$ cat config.mk
export PLATFORM = sky130hd
export DESIGN_NAME = icache_stage1
export DESIGN_NICKNAME = d
export VERILOG_FILES = /design/src/rtl/icache_stage1.sv
export SDC_FILE = /design/constraint.sdc
export NUM_CORES = 1
export LEC_CHECK = 0
export ABC_AREA = 1
export CAP_MARGIN = 5
export CORE_AREA = 4 4 328 330
export DETAILED_ROUTE_END_ITERATION = 12
export DIE_AREA = 0 0 332 334
export SYNTH_ARGS = -nofsm -noshare
export SYNTH_HDL_FRONTEND = slang
export SYNTH_SLANG_ARGS = --single-unit
$ cat constraint.sdc
create_clock -name clk -period 1.54 [get_ports clk]
set_clock_uncertainty 0.05 [all_clocks]
set_input_delay 0.308 -clock clk [delete_from_list [all_inputs] [get_ports clk]]
set_output_delay 0.308 -clock clk [all_outputs]
set_load 0.01 [all_outputs]
$ cat src/rtl/icache_stage1.sv
// ============================================================================
// Module   : icache_stage1
// Brief    : I-cache front stage. Indexes the tag/valid/data arrays, registers
//            requests for stage 2, and performs refill writes and set replays.
// Revision : 1.0 - initial release
// ============================================================================
`default_nettype none

package icache_stage1_pkg;
    typedef struct packed {
        logic [31:0] addr;
        logic [3:0]  rmask;
        logic [3:0]  wmask;
        logic [31:0] wdata;
    } s1_s2_stage_reg_t;
endpackage

module icache_stage1
    import icache_stage1_pkg::*;
#(
    parameter int NUM_WAYS  = 4,
    parameter int SET_BITS  = 4,
    parameter int LINE_BITS = 256,
    localparam int OFFSET_BITS = $clog2(LINE_BITS / 8),
    localparam int TAG_BITS    = 32 - OFFSET_BITS - SET_BITS,
    localparam int WAY_BITS    = $clog2(NUM_WAYS)
) (
    input  logic                    clk,
    input  logic                    rst,
    input  logic [31:0]             ufp_addr,
    input  logic [3:0]              ufp_rmask,
    input  logic [3:0]              ufp_wmask,
    input  logic [31:0]             ufp_wdata,
    output logic                    ufp_ready,
    input  logic                    stall_sig,
    input  logic [31:0]             old_ufp_addr,
    input  logic [WAY_BITS-1:0]     way_evict,
    input  logic                    dfp_read,
    input  logic                    dfp_resp,
    input  logic [LINE_BITS-1:0]    dfp_rdata,
    output s1_s2_stage_reg_t        s1_s2_reg,
    output logic                    arr_csb,
    output logic [NUM_WAYS-1:0]     arr_web,
    output logic [SET_BITS-1:0]     arr_set,
    output logic [LINE_BITS-1:0]    arr_wdata,
    output logic [TAG_BITS:0]       arr_wtag,
    output logic                    arr_wvalid,
    output logic [31:0]             sram_addr [NUM_WAYS]
);

    localparam logic [1:0] ST_RUN    = 2'd0;
    localparam logic [1:0] ST_REFILL = 2'd1;
    localparam logic [1:0] ST_REPLAY = 2'd2;

    logic [1:0]             state_q, state_d;
    s1_s2_stage_reg_t       s1_s2_q, s1_s2_d;
    logic [LINE_BITS-1:0]   line_q, line_d;
    logic [WAY_BITS-1:0]    way_q, way_d;
    logic [31:0]            sram_addr_q [NUM_WAYS];
    logic [31:0]            sram_addr_d [NUM_WAYS];

    logic [SET_BITS-1:0]    old_set;
    logic [SET_BITS-1:0]    new_set;
    logic [31:0]            refill_line_addr;
    logic                   unused_old_offset;

    assign old_set           = old_ufp_addr[OFFSET_BITS +: SET_BITS];
    assign new_set           = ufp_addr[OFFSET_BITS +: SET_BITS];
    assign refill_line_addr  = {old_ufp_addr[31:OFFSET_BITS], {OFFSET_BITS{1'b0}}};
    assign unused_old_offset = ^old_ufp_addr[OFFSET_BITS-1:0];

    assign s1_s2_reg  = s1_s2_q;
    assign arr_wdata  = line_q;
    assign arr_wtag   = {1'b0, old_ufp_addr[31 -: TAG_BITS]};

    always_comb begin
        state_d    = state_q;
        s1_s2_d    = s1_s2_q;
        line_d     = line_q;
        way_d      = way_q;
        ufp_ready  = 1'b0;
        arr_csb    = 1'b1;
        arr_web    = '1;
        arr_set    = old_set;
        arr_wvalid = 1'b0;
        for (int i = 0; i < NUM_WAYS; i++) begin
            sram_addr_d[i] = sram_addr_q[i];
        end

        case (state_q)
            ST_RUN: begin
                arr_csb = 1'b0;
                if (!stall_sig) begin
                    ufp_ready     = 1'b1;
                    arr_set       = new_set;
                    s1_s2_d.addr  = ufp_addr;
                    s1_s2_d.rmask = ufp_rmask;
                    s1_s2_d.wmask = ufp_wmask;
                    s1_s2_d.wdata = ufp_wdata;
                end else if (dfp_read && dfp_resp) begin
                    state_d = ST_REFILL;
                    line_d  = dfp_rdata;
                    way_d   = way_evict;
                end
            end
            ST_REFILL: begin
                arr_csb    = 1'b0;
                arr_wvalid = 1'b1;
                for (int w = 0; w < NUM_WAYS; w++) begin
                    arr_web[w] = (way_q != WAY_BITS'(w));
                end
                sram_addr_d[way_q] = refill_line_addr;
                state_d = ST_REPLAY;
            end
            ST_REPLAY: begin
                // Re-read the refilled set so stage 2 resolves the miss as a hit.
                arr_csb = 1'b0;
                state_d = ST_RUN;
            end
            default: state_d = ST_RUN;
        endcase

        // Array strobes must be inactive the instant reset is asserted.
        if (!rst) begin
            ufp_ready  = 1'b0;
            arr_csb    = 1'b1;
            arr_web    = '1;
            arr_wvalid = 1'b0;
        end
    end

    always_comb begin
        for (int i = 0; i < NUM_WAYS; i++) begin
            sram_addr[i] = sram_addr_q[i];
        end
    end

    always_ff @(posedge clk or negedge rst) begin
        if (!rst) begin
            state_q <= ST_RUN;
            s1_s2_q <= '0;
            line_q  <= '0;
            way_q   <= '0;
            for (int i = 0; i < NUM_WAYS; i++) begin
                sram_addr_q[i] <= '0;
            end
        end else begin
            state_q <= state_d;
            s1_s2_q <= s1_s2_d;
            line_q  <= line_d;
            way_q   <= way_d;
            for (int i = 0; i < NUM_WAYS; i++) begin
                sram_addr_q[i] <= sram_addr_d[i];
            end
        end
    end

endmodule

`default_nettype wire
== Word-level counts from Yosys, hierarchy flattened ==
Cells that the tools add are included.

* Bits of input ports: 367
* Output and inout bits: 491
* Memories: 0
* Memory bits (read-only): 0
* Bits in latches: 0
* Flip-flop bits (word level): 460
* RAM bits: 0

* Eq/ne operators: 7
* Bitwise operators: 2
* Reduce and logical (&&, ||, !) cells: 8
* $lt $le $gt $ge: 2
* $add $sub $neg: 0
* Divide/modulo/power cells: 0
* Muxes and demuxes: 17
* $mul: 0
* Shift operators: 0

{| class="wikitable"
|+ Operator list
! cell !! count
|-
| $bwmux 128 || 1
|-
| $demux 32 s2 || 1
|-
| $mux 32 || 1
|-
| $mux 4 || 4
|-
| $ne 2x2->1 const B || 4
|-
| $mux 1 || 7
|-
| $mux 2 || 2
|-
| $pmux 2 s2 || 1
|-
| $reduce_and 2->1 || 2
|-
| $ge 3x3->1 const B || 1
|-
| $lt 3x1->1 const B || 1
|-
| $not 2->3 || 1
|-
| $reduce_and 3->1 || 1
|-
| $reduce_or 3->1 || 1
|-
| $eq 2x1->1 const B || 1
|-
| $eq 2x2->1 const B || 1
|-
| $logic_and 1x1->1 || 2
|-
| $logic_not 2->1 || 1
|-
| $ne 2x1->1 const B || 1
|-
| $reduce_bool 2->1 || 1
|-
| $not 1->1 || 1
|}

== Depth between registers and ports, before layout ==
Gate-level depths: netlist of run 1.

* Depth in word-level cells: 6
* Depth in mapped cells: 7
* Mapped depth without buffers: 6

== Worst setup path after synthesis of run 1 ==
Ideal clock, no wire load.

* Kind: register to output
* From: register state_q[0]
* To: output port arr_set[1]
* Data required time: 1.182 ns
* Path buffers: 1
* Stages on the path, launching flop included: 5
* Slack: -0.018 ns
* Data arrival time: 1.200 ns
* Path through: dfrtp_1 -> nor2_2 -> nand2_1 -> clkbuf_1 -> o21ai_0

* Word-level cells in the longest chain between the ends: 2

{| class="wikitable"
|+ Ends and longest elaborated chain
! item !! line !! text
|-
| start, declared || 55 || <nowiki>logic [1:0] state_q, state_d;</nowiki>
|-
| start signal, assigned || 148 || <nowiki>state_q <= state_d;</nowiki>
|-
| $logic_not 2->1 || 90 || <nowiki>case (state_q)</nowiki>
|-
| $mux 4 || 90 ||
|-
| end, declared || 44 || <nowiki>output logic [SET_BITS-1:0] arr_set,</nowiki>
|}

No other way between the ends.

== Worst setup path after layout of run 1 ==
* From: register state_q[1]
* To: output port arr_web[1]

* Word-level cells in the longest chain between the ends: 3

{| class="wikitable"
|+ Ends and longest elaborated chain
! item !! line !! text
|-
| $eq 2x1->1 || 90 ||
|-
| $mux 4 || 90 ||
|-
| $mux 4 || 124 || <nowiki>if (!rst) begin</nowiki>
|-
| end, declared || 43 || <nowiki>output logic [NUM_WAYS-1:0] arr_web,</nowiki>
|}

No other way between the ends.

==> flow_summary.ini, run 1 <==
[synth]
synth_edf_count = 0
synth.most_common_cell = nand2_1
synth-async-reset-ratio = 1.00
synth_cell_types = 14
synth_top_area_frac = 0.642
syn_inst = 1946
synth.yosys.seq_area_share = 0.642
ys_ff_latch = 440
avgSynthCellArea_um2 = 8.81
syn_area_um2 = 17200
synthTopCellsByArea = dfrtp_1 (64%), nand2_1 (26%), nand3_1 (4.4%), buf_2 (2.4%), buf_4 (2.0%)
yosysWarnings = 0
synth-main-ff-cell = dfrtp_1
synth_top_cell_by_area = dfrtp_1
synth.cells.most_frequent = nand2_1 (1170), dfrtp_1 (440), nand3_1 (152)

[power_and_ir_drop]
p_int_uw = 28300
ir_drop_mv = 0.814
combinationalPowerShare = 0.303
p_sw_uw = 13200
netSwitchingFraction = 0.318
clkPwrFrac = 0.306
leakage_uw = 0.0160
power_density_nw_per_um2 = 1320
sequentialPowerShare = 0.391
power.total_uw = 41500

[sta]
setup_slack_ns = -0.490
setup_violations = 384
grt_setup_unrepaired = true
fmax_mhz = 493
tightest_slew_ns = 0.691
tns_ns = -70.94
fin_crit_ns = 2.03
final_hold_viol_count = 0
period_share = 1.32
relSlewSlack = 0.539
whs_ns = 0.115
maxSlewViolCount = 0

[placement]
place_area_um2 = 27800
io_buffers = 831
gp_congestion = 0.823
pre_cts_ws_ns = -0.712
dpl.hpwl_um = 56400

[global_route]
first_global_vias = 17300
grt.total_usage = 0.141
grt_pass1_wl_um = 118000
grt_antenna_before_repair = 28
grt_start_max_net_pins = 119
grt.overflow.total = 0

[routing]
wl_um = 81900
drt-pass1-iter-count = 5
via_count = 17000
drtAntennaViolNets = 0
drt_first_iter_violations = 1133
route.detailed.drc = 0
avgViaCountPerCell = 3.83
wl_per_cell_um = 18.4

[floorplan]
initial_utilization = 0.164
die_w_um = 332
floorplan.rows = 119
dieArea_um2 = 111000
io-pin-count = 858
die_h_um = 334
coreArea_um2 = 105000

[job]
maxCapViolations = 0

[clock_tree]
numCtsBuffers = 51
cts_tree = done
worst_skew_pair.late_latency_ns = 0.59
htreeDepth = 2
root_buffer = clkbuf_16
clock_sinks = 440
clk_pin_slew_ns = 0.06
cts_buffer_depth = 3

[finish]
postLayoutCellArea_um2 = 31400
fill_cells = 11000
syn2layout_area_growth_pct = 83.2
final_nets = 3359
layout-drive-gt1-share = 0.300
largest_reg_flops = 256

[outcome]
status = complete, but fails checks
failed_checks = negative setup slack

[critical_path]
crit_path_end_kind = primary output
worst_ep_arrival_time_ns = 1.67
crit_fanout = 3
worstSetupPathType = flip-flop to primary output
required_ns = 1.18
cp-start-kind = flip-flop

[min_path]
min_path_type = input pin to async pin
## metal layers
metal / vias up / wire length [um] / global-route usage
met4: 8 / 2970 / 0.0622
li1: 8056 / - / -
met1: 8100 / 31700 / 0.163
met2: 696 / 40000 / 0.235
met5: - / 66 / 0
met3: 144 / 7130 / 0.0519
## kinds of logic after synthesis
group           after synthesis  share of synthesized area
buf+inv                     162                     0.0512
simple gates               1334                      0.304
other cells                   1                   0.000219
flops                       440                      0.642
compound gates                9                    0.00263
## final timing paths
| check | start | to | slack (ns) | cells after the start |
|---|---|---|---|---|
| max in group asynchronous | rst | arr_wdata[240] | 0.19 | 5 |
| min in group clk | dfp_rdata[75] | arr_wdata[75] | 0.18 | 3 |
| worst min-delay path | rst | sram_addr[92] | 0.12 | 3 |
| worst max-delay path | state_q[1] | arr_web[1] | -0.49 | 7 |
| worst min register to register | sram_addr[22] | sram_addr[22] | 0.41 | 2 |
| worst max register to register | state_q[1] | arr_wdata[224] | -0.36 | 12 |
## power by group through the flow
stage | Combinational, uW | Clock, uW | Sequential [uW]
2_1_floorplan | 2700 | 0 | 17400
3_3_place_gp | 12800 | 0 | 16100
3_5_place_dp | 12800 | 0 | 16200
4_1_cts | 12700 | 13100 | 16200
5_1_grt | 13700 | 13600 | 16600
6_report | 12600 | 12700 | 16200
## cells in the final DEF (no fill, tap or decap), drive strengths merged, types with 2 or more instances in the layout
master,instances
inv,13
clkinv,10
nand3,152
buf,730
clkdlybuf4s50,382
dlygate4sd2,2
conb,21
bufbuf,4
diode,19
clkinvlp,6
nand2,1172
dfrtp,440
o21ai,9
nor2,9
bufinv,5
clkbuf,76
## critical path: stages, from the launching register on
cell	delay [ns]
dfrtp_1	0.42
buf_6	0.14
inv_6	0.06
nand2_8	0.08
nor2_4	0.09
buf_6	0.13
nand2_2	0.05
buf_6	0.11
## per-stage QoR
step | cells | utilization
final | 4445 | 0.300
after CTS | 4417 | 0.296
after floorplan | 1966 | -
after global routing | 4442 | 0.300
after detailed placement | 4168 | 0.265
after global placement | 4168 | 0.265
## area by class of cell
| type | count | area (um^2) | area share |
|---|---|---|---|
| antenna | 19 | 47.5 | 0.00151 |
| inverter | 11 | 53.8 | 0.00171 |
| timing repair buffer | 1124 | 11100 | 0.354 |
| tap | 1391 | 1740 | 0.0554 |
| clock buffer | 73 | 1460 | 0.0465 |
| multi-input combinational | 1364 | 5690 | 0.181 |
| clock inverter | 23 | 277 | 0.00880 |
| sequential | 440 | 11000 | 0.351 |
## timing repair
action / in CTS / in global routing
gates cloned: 36 / 3
resized for setup: 2241 / 70
pin swaps: 9 / 6
hold endpoints to repair: 104 / 1
endpoints found under the setup margin: 905 / 1146
hold buffers: 1 / 1
setup buffers: 116 / 9
No activity file was read; power rests on OpenSTA's default activity.
==> run 2: changes to the inputs <==
clock period = 2.05 ns   (was 1.54 ns; I/O delays follow)
==> flow_summary.ini, run 2 (synthesis results as in run 1) <==
[outcome]
status = complete, but fails checks
failed_checks = negative setup slack

[critical_path]
crit_fanout = 8
crit_path_end_kind = primary output
cp-start-kind = flip-flop
reg2regPathDepth = 7
worstSetupPathType = flip-flop to primary output
rrSetupSlack_ns = 0.10
required_ns = 1.59
r2r-start = state_q[0]
timing.rr.end = arr_wdata[21]
worst_ep_arrival_time_ns = 1.79

[power_and_ir_drop]
leakage_uw = 0.0151
power_density_nw_per_um2 = 1050
ir_drop_mv = 0.675

[sta]
setup_slack_ns = -0.198
relSlewSlack = 0.432
tightest_slew_ns = 0.852
whs_ns = 0.172
period_share = 1.10
grt_setup_unrepaired = true
setup_violations = 11
fmax_mhz = 445
maxSlewViolCount = 0
fin_crit_ns = 2.25
final_hold_viol_count = 0

[clock_tree]
clock_sinks = 440
cts_buffer_depth = 3
root_buffer = clkbuf_16
cts_tree = done
numCtsBuffers = 51
worst_skew_pair.late_latency_ns = 0.61
htreeDepth = 2
clk_pin_slew_ns = 0.06

[floorplan]
floorplan.rows = 119
dieArea_um2 = 111000
initial_utilization = 0.164
coreArea_um2 = 105000
io-pin-count = 858
die_w_um = 332
die_h_um = 334

[routing]
via_count = 16100
drt-pass1-iter-count = 5
route.detailed.drc = 0
wl_per_cell_um = 18.3
drtAntennaViolNets = 0
wl_um = 77800
drt_first_iter_violations = 824
avgViaCountPerCell = 3.79

[finish]
finalNonFillerCells = 4257
final_cell_mix = nand2_1 (1166), clkdlybuf4s50_1 (554), dfrtp_1 (438)
syn2layout_area_growth_pct = 71.7
final_nets = 3179
postLayoutCellArea_um2 = 29400
final_common_cell = nand2_1
largest_reg_flops = 256
layout-drive-gt1-share = 0.0824

[global_route]
first_global_vias = 16300
grt.total_usage = 0.133
grt_pass1_wl_um = 112000
grt.overflow.total = 0
grt_antenna_before_repair = 27
grt_start_max_net_pins = 71

[placement]
pre_cts_ws_ns = -0.803
io_buffers = 831
place_area_um2 = 27500
gp_congestion = 0.827
dpl.hpwl_um = 59700
place_inst = 4141

[job]
maxCapViolations = 0

[min_path]
min_path_type = input pin to async pin
-- run 2: changes by cell type in the layout (fill, tap and decap cells not counted), sizes merged --
cell | previous run | this run
clkinvlp | 6 | 1
clkdlybuf4s50 | 382 | 554
dlygate4sd3 | 1 | 0
buf | 730 | 125
clkdlybuf4s15 | 1 | 0
dlymetal6s2s | 0 | 57
dlygate4sd2 | 2 | 206
bufinv | 5 | 9
inv | 13 | 15
clkbuf | 76 | 70
bufbuf | 4 | 0
diode | 19 | 14
-- run 2: worst max-delay path by stage --
stage               slack [ns]  depth (start not counted)  startpoint          to
floorplan                 0.39                          4  state_q[0]  arr_set[1]
CTS                      -0.30                          5  state_q[1]  arr_set[1]
global placement         -0.89                          6   stall_sig  arr_set[1]
finish                   -0.20                          6  state_q[0]  arr_set[1]
detailed placement       -0.80                          6   stall_sig  arr_set[1]
global route             -0.30                          5  state_q[0]  arr_set[1]
-- run 2: final cells by class --
type / count / area [um^2]
Fill cell: 11200 / 75400
Sequential cell: 440 / 11000
Timing Repair Buffer: 944 / 9320
Multi-Input combinational cell: 1364 / 5460
Tap cell: 1391 / 1740
Clock buffer: 69 / 1460
Clock inverter: 24 / 374
Inverter: 11 / 56.3
Antenna cell: 14 / 35.0
-- run 2: worst max-delay path, stage by stage, from the launching register on --
cell and delay (ns):
dfrtp_1 0.42, nor2_4 0.22, nand2_4 0.08, buf_12 0.14, nand2_1 0.10, o21ai_4 0.09, buf_6 0.13
-- run 2: where the power goes --
part | switching, uW | leakage (uW) | total [uW] | internal [uW]
registers | 1220 | 0.00538 | 12000 | 10800
logic | 4370 | 0.00882 | 8770 | 4400
clock network | 3930 | 0.000903 | 10000 | 6110
total | 9510 | 0.0151 | 30800 | 21300
-- run 2: per-stage QoR --
stage                     setup TNS, ns   util  power (uW)
after global routing              -2.37  0.281       32600
after detailed placement         -57.82  0.262       21800
final                             -1.30  0.281       30800
after global placement           -57.20  0.262       21700
after CTS                         -5.21  0.278       31400
after floorplan                       0      -       15100
-- run 2: routing by layer --
metal | wire, um | GRT usage | vias up | share of wire
met5 | 13 | 0 | - | 0.00017
met4 | 2420 | 0.0515 | 2 | 0.031
met3 | 7050 | 0.0535 | 127 | 0.091
met2 | 39300 | 0.230 | 634 | 0.50
met1 | 29100 | 0.148 | 7685 | 0.37
li1 | - | - | 7675 | -
-- run 2: what timing repair did --
item,CTS,global route
hold endpoints to repair,158,0
gates resized for setup,275,75
gates cloned,0,1
endpoints found under the setup margin,217,310
hold buffers,1,0
pin swaps,4,4
setup buffers,2,6
==> run 3: changes to the inputs <==
PLACE_DENSITY = 0.5   (was default)
==> flow_summary.ini, run 3 (synthesis results as in run 1) <==
[critical_path]
crit_fanout = 8
cp-start-kind = flip-flop
reg2regPathDepth = 5
required_ns = 1.59
worst_ep_arrival_time_ns = 1.74
worstSetupPathType = flip-flop to primary output
crit_path_end_kind = primary output

[placement]
pre_cts_ws_ns = -0.448
gp_congestion = 0.802
place_area_um2 = 27400
io_buffers = 831
dpl.hpwl_um = 57900

[power_and_ir_drop]
power_density_nw_per_um2 = 1040
leakage_uw = 0.0150
ir_drop_mv = 0.638

[sta]
fmax_mhz = 455
maxSlewViolCount = 0
final_hold_viol_count = 0
fin_crit_ns = 2.20
grt_setup_unrepaired = true
period_share = 1.07
tightest_slew_ns = 0.887
tns_ns = -0.808
setup_slack_ns = -0.147
relSlewSlack = 0.408
setup_violations = 9

[finish]
fill_cells = 11300
final_nets = 3173
utilization = 0.280
final_cell_mix = nand2_1 (1164), clkdlybuf4s50_1 (567), dfrtp_1 (435)
syn2layout_area_growth_pct = 71.1
postLayoutCellArea_um2 = 29300
final_common_cell = nand2_1
largest_reg_flops = 256
layout-drive-gt1-share = 0.0781

[outcome]
status = complete, but fails checks
failed_checks = negative setup slack

[clock_tree]
clock_sinks = 440
numCtsBuffers = 54
cts_buffer_depth = 3
clk_pin_slew_ns = 0.06
root_buffer = clkbuf_16
worst_skew_pair.late_latency_ns = 0.60
htreeDepth = 2
cts_tree = done

[floorplan]
floorplan.rows = 119
initial_utilization = 0.164
die_h_um = 334
dieArea_um2 = 111000
io-pin-count = 858
die_w_um = 332
coreArea_um2 = 105000

[global_route]
first_global_vias = 16100
busiest_layer = met2
grt_pass1_wl_um = 112000
use_met3 = 0.0469
grt.overflow.total = 0
grt_start_max_net_pins = 146
grt_antenna_before_repair = 16
use_met2 = 0.235
use_met1 = 0.152
grt.total_usage = 0.134

[min_path]
min_path_type = input pin to flip-flop
worst_hold_path.num_cells = 3

[routing]
via_count = 15900
avgViaCountPerCell = 3.74
route.detailed.drc = 0
drt-pass1-iter-count = 4
wl_per_cell_um = 18.4
wl_um = 78000
drtAntennaViolNets = 0
drt_first_iter_violations = 775

[job]
maxCapViolations = 0
## run 3: path summary, 6_finish.rpt
kind                                 from             end  slack (ns)
setup / recovery               state_q[0]      arr_set[0]       -0.15
hold / removal             dfp_rdata[178]  arr_wdata[178]        0.28
setup reg to reg               state_q[0]    s1_s2_reg[2]        0.18
hold reg to reg            arr_wdata[233]  arr_wdata[233]        0.41
max in group asynchronous             rst   arr_wdata[76]        0.19
min in group asynchronous             rst   sram_addr[92]        0.34
## run 3: metal layers
metal | vias to the layer above | wire [um]
met3 | 135 | 6380
met2 | 570 | 39300
li1 | 7650 | -
met1 | 7511 | 29900
met5 | - | 13
met4 | 2 | 2460
## run 3: area by class of cell
type                       count  area, um^2  share of cell area
antenna                        5        12.5            0.000426
clock buffer                  85        1620              0.0551
clock inverter                 9         131             0.00448
inverter                      11        51.3             0.00175
multi-input combinational   1364        5460               0.186
sequential                   440       11000               0.375
tap                         1391        1740              0.0593
timing repair buffer         935        9320               0.317
## run 3: power by group
part	switching [uW]	leakage, uW	internal (uW)	total (uW)
Combinational	4390	0.00881	4460	8850
Clock	3830	0.000861	5730	9560
Sequential	1180	0.00537	10800	12000
Total	9400	0.0150	21000	30400
## run 3: repair_timing
item | CTS | global route
gates cloned | 1 | 1
hold buffers | 2 | 0
endpoints found under the setup margin | 204 | 266
endpoints found under the hold margin | 89 | 0
gates resized for setup | 279 | 71
setup buffers | 3 | 3
pin swaps | 3 | 4
## run 3: stage by stage
| stage | total power, uW | std cells | hold slack (ns) |
|---|---|---|---|
| 2_1_floorplan | 15100 | 1966 | 0.0644 |
| 3_3_place_gp | 21800 | 4131 | 0.185 |
| 3_5_place_dp | 21800 | 4131 | 0.186 |
| 4_1_cts | 31100 | 4231 | 0.206 |
| 5_1_grt | 32200 | 4240 | 0.235 |
| 6_report | 30400 | 4240 | 0.283 |
## run 3: critical path: stages, from the launching register on
cell and delay, ns:
dfrtp_1 0.40, nor2_4 0.21, nand2_4 0.11, buf_12 0.16, nand2_2 0.07, o21ai_4 0.06, buf_6 0.12
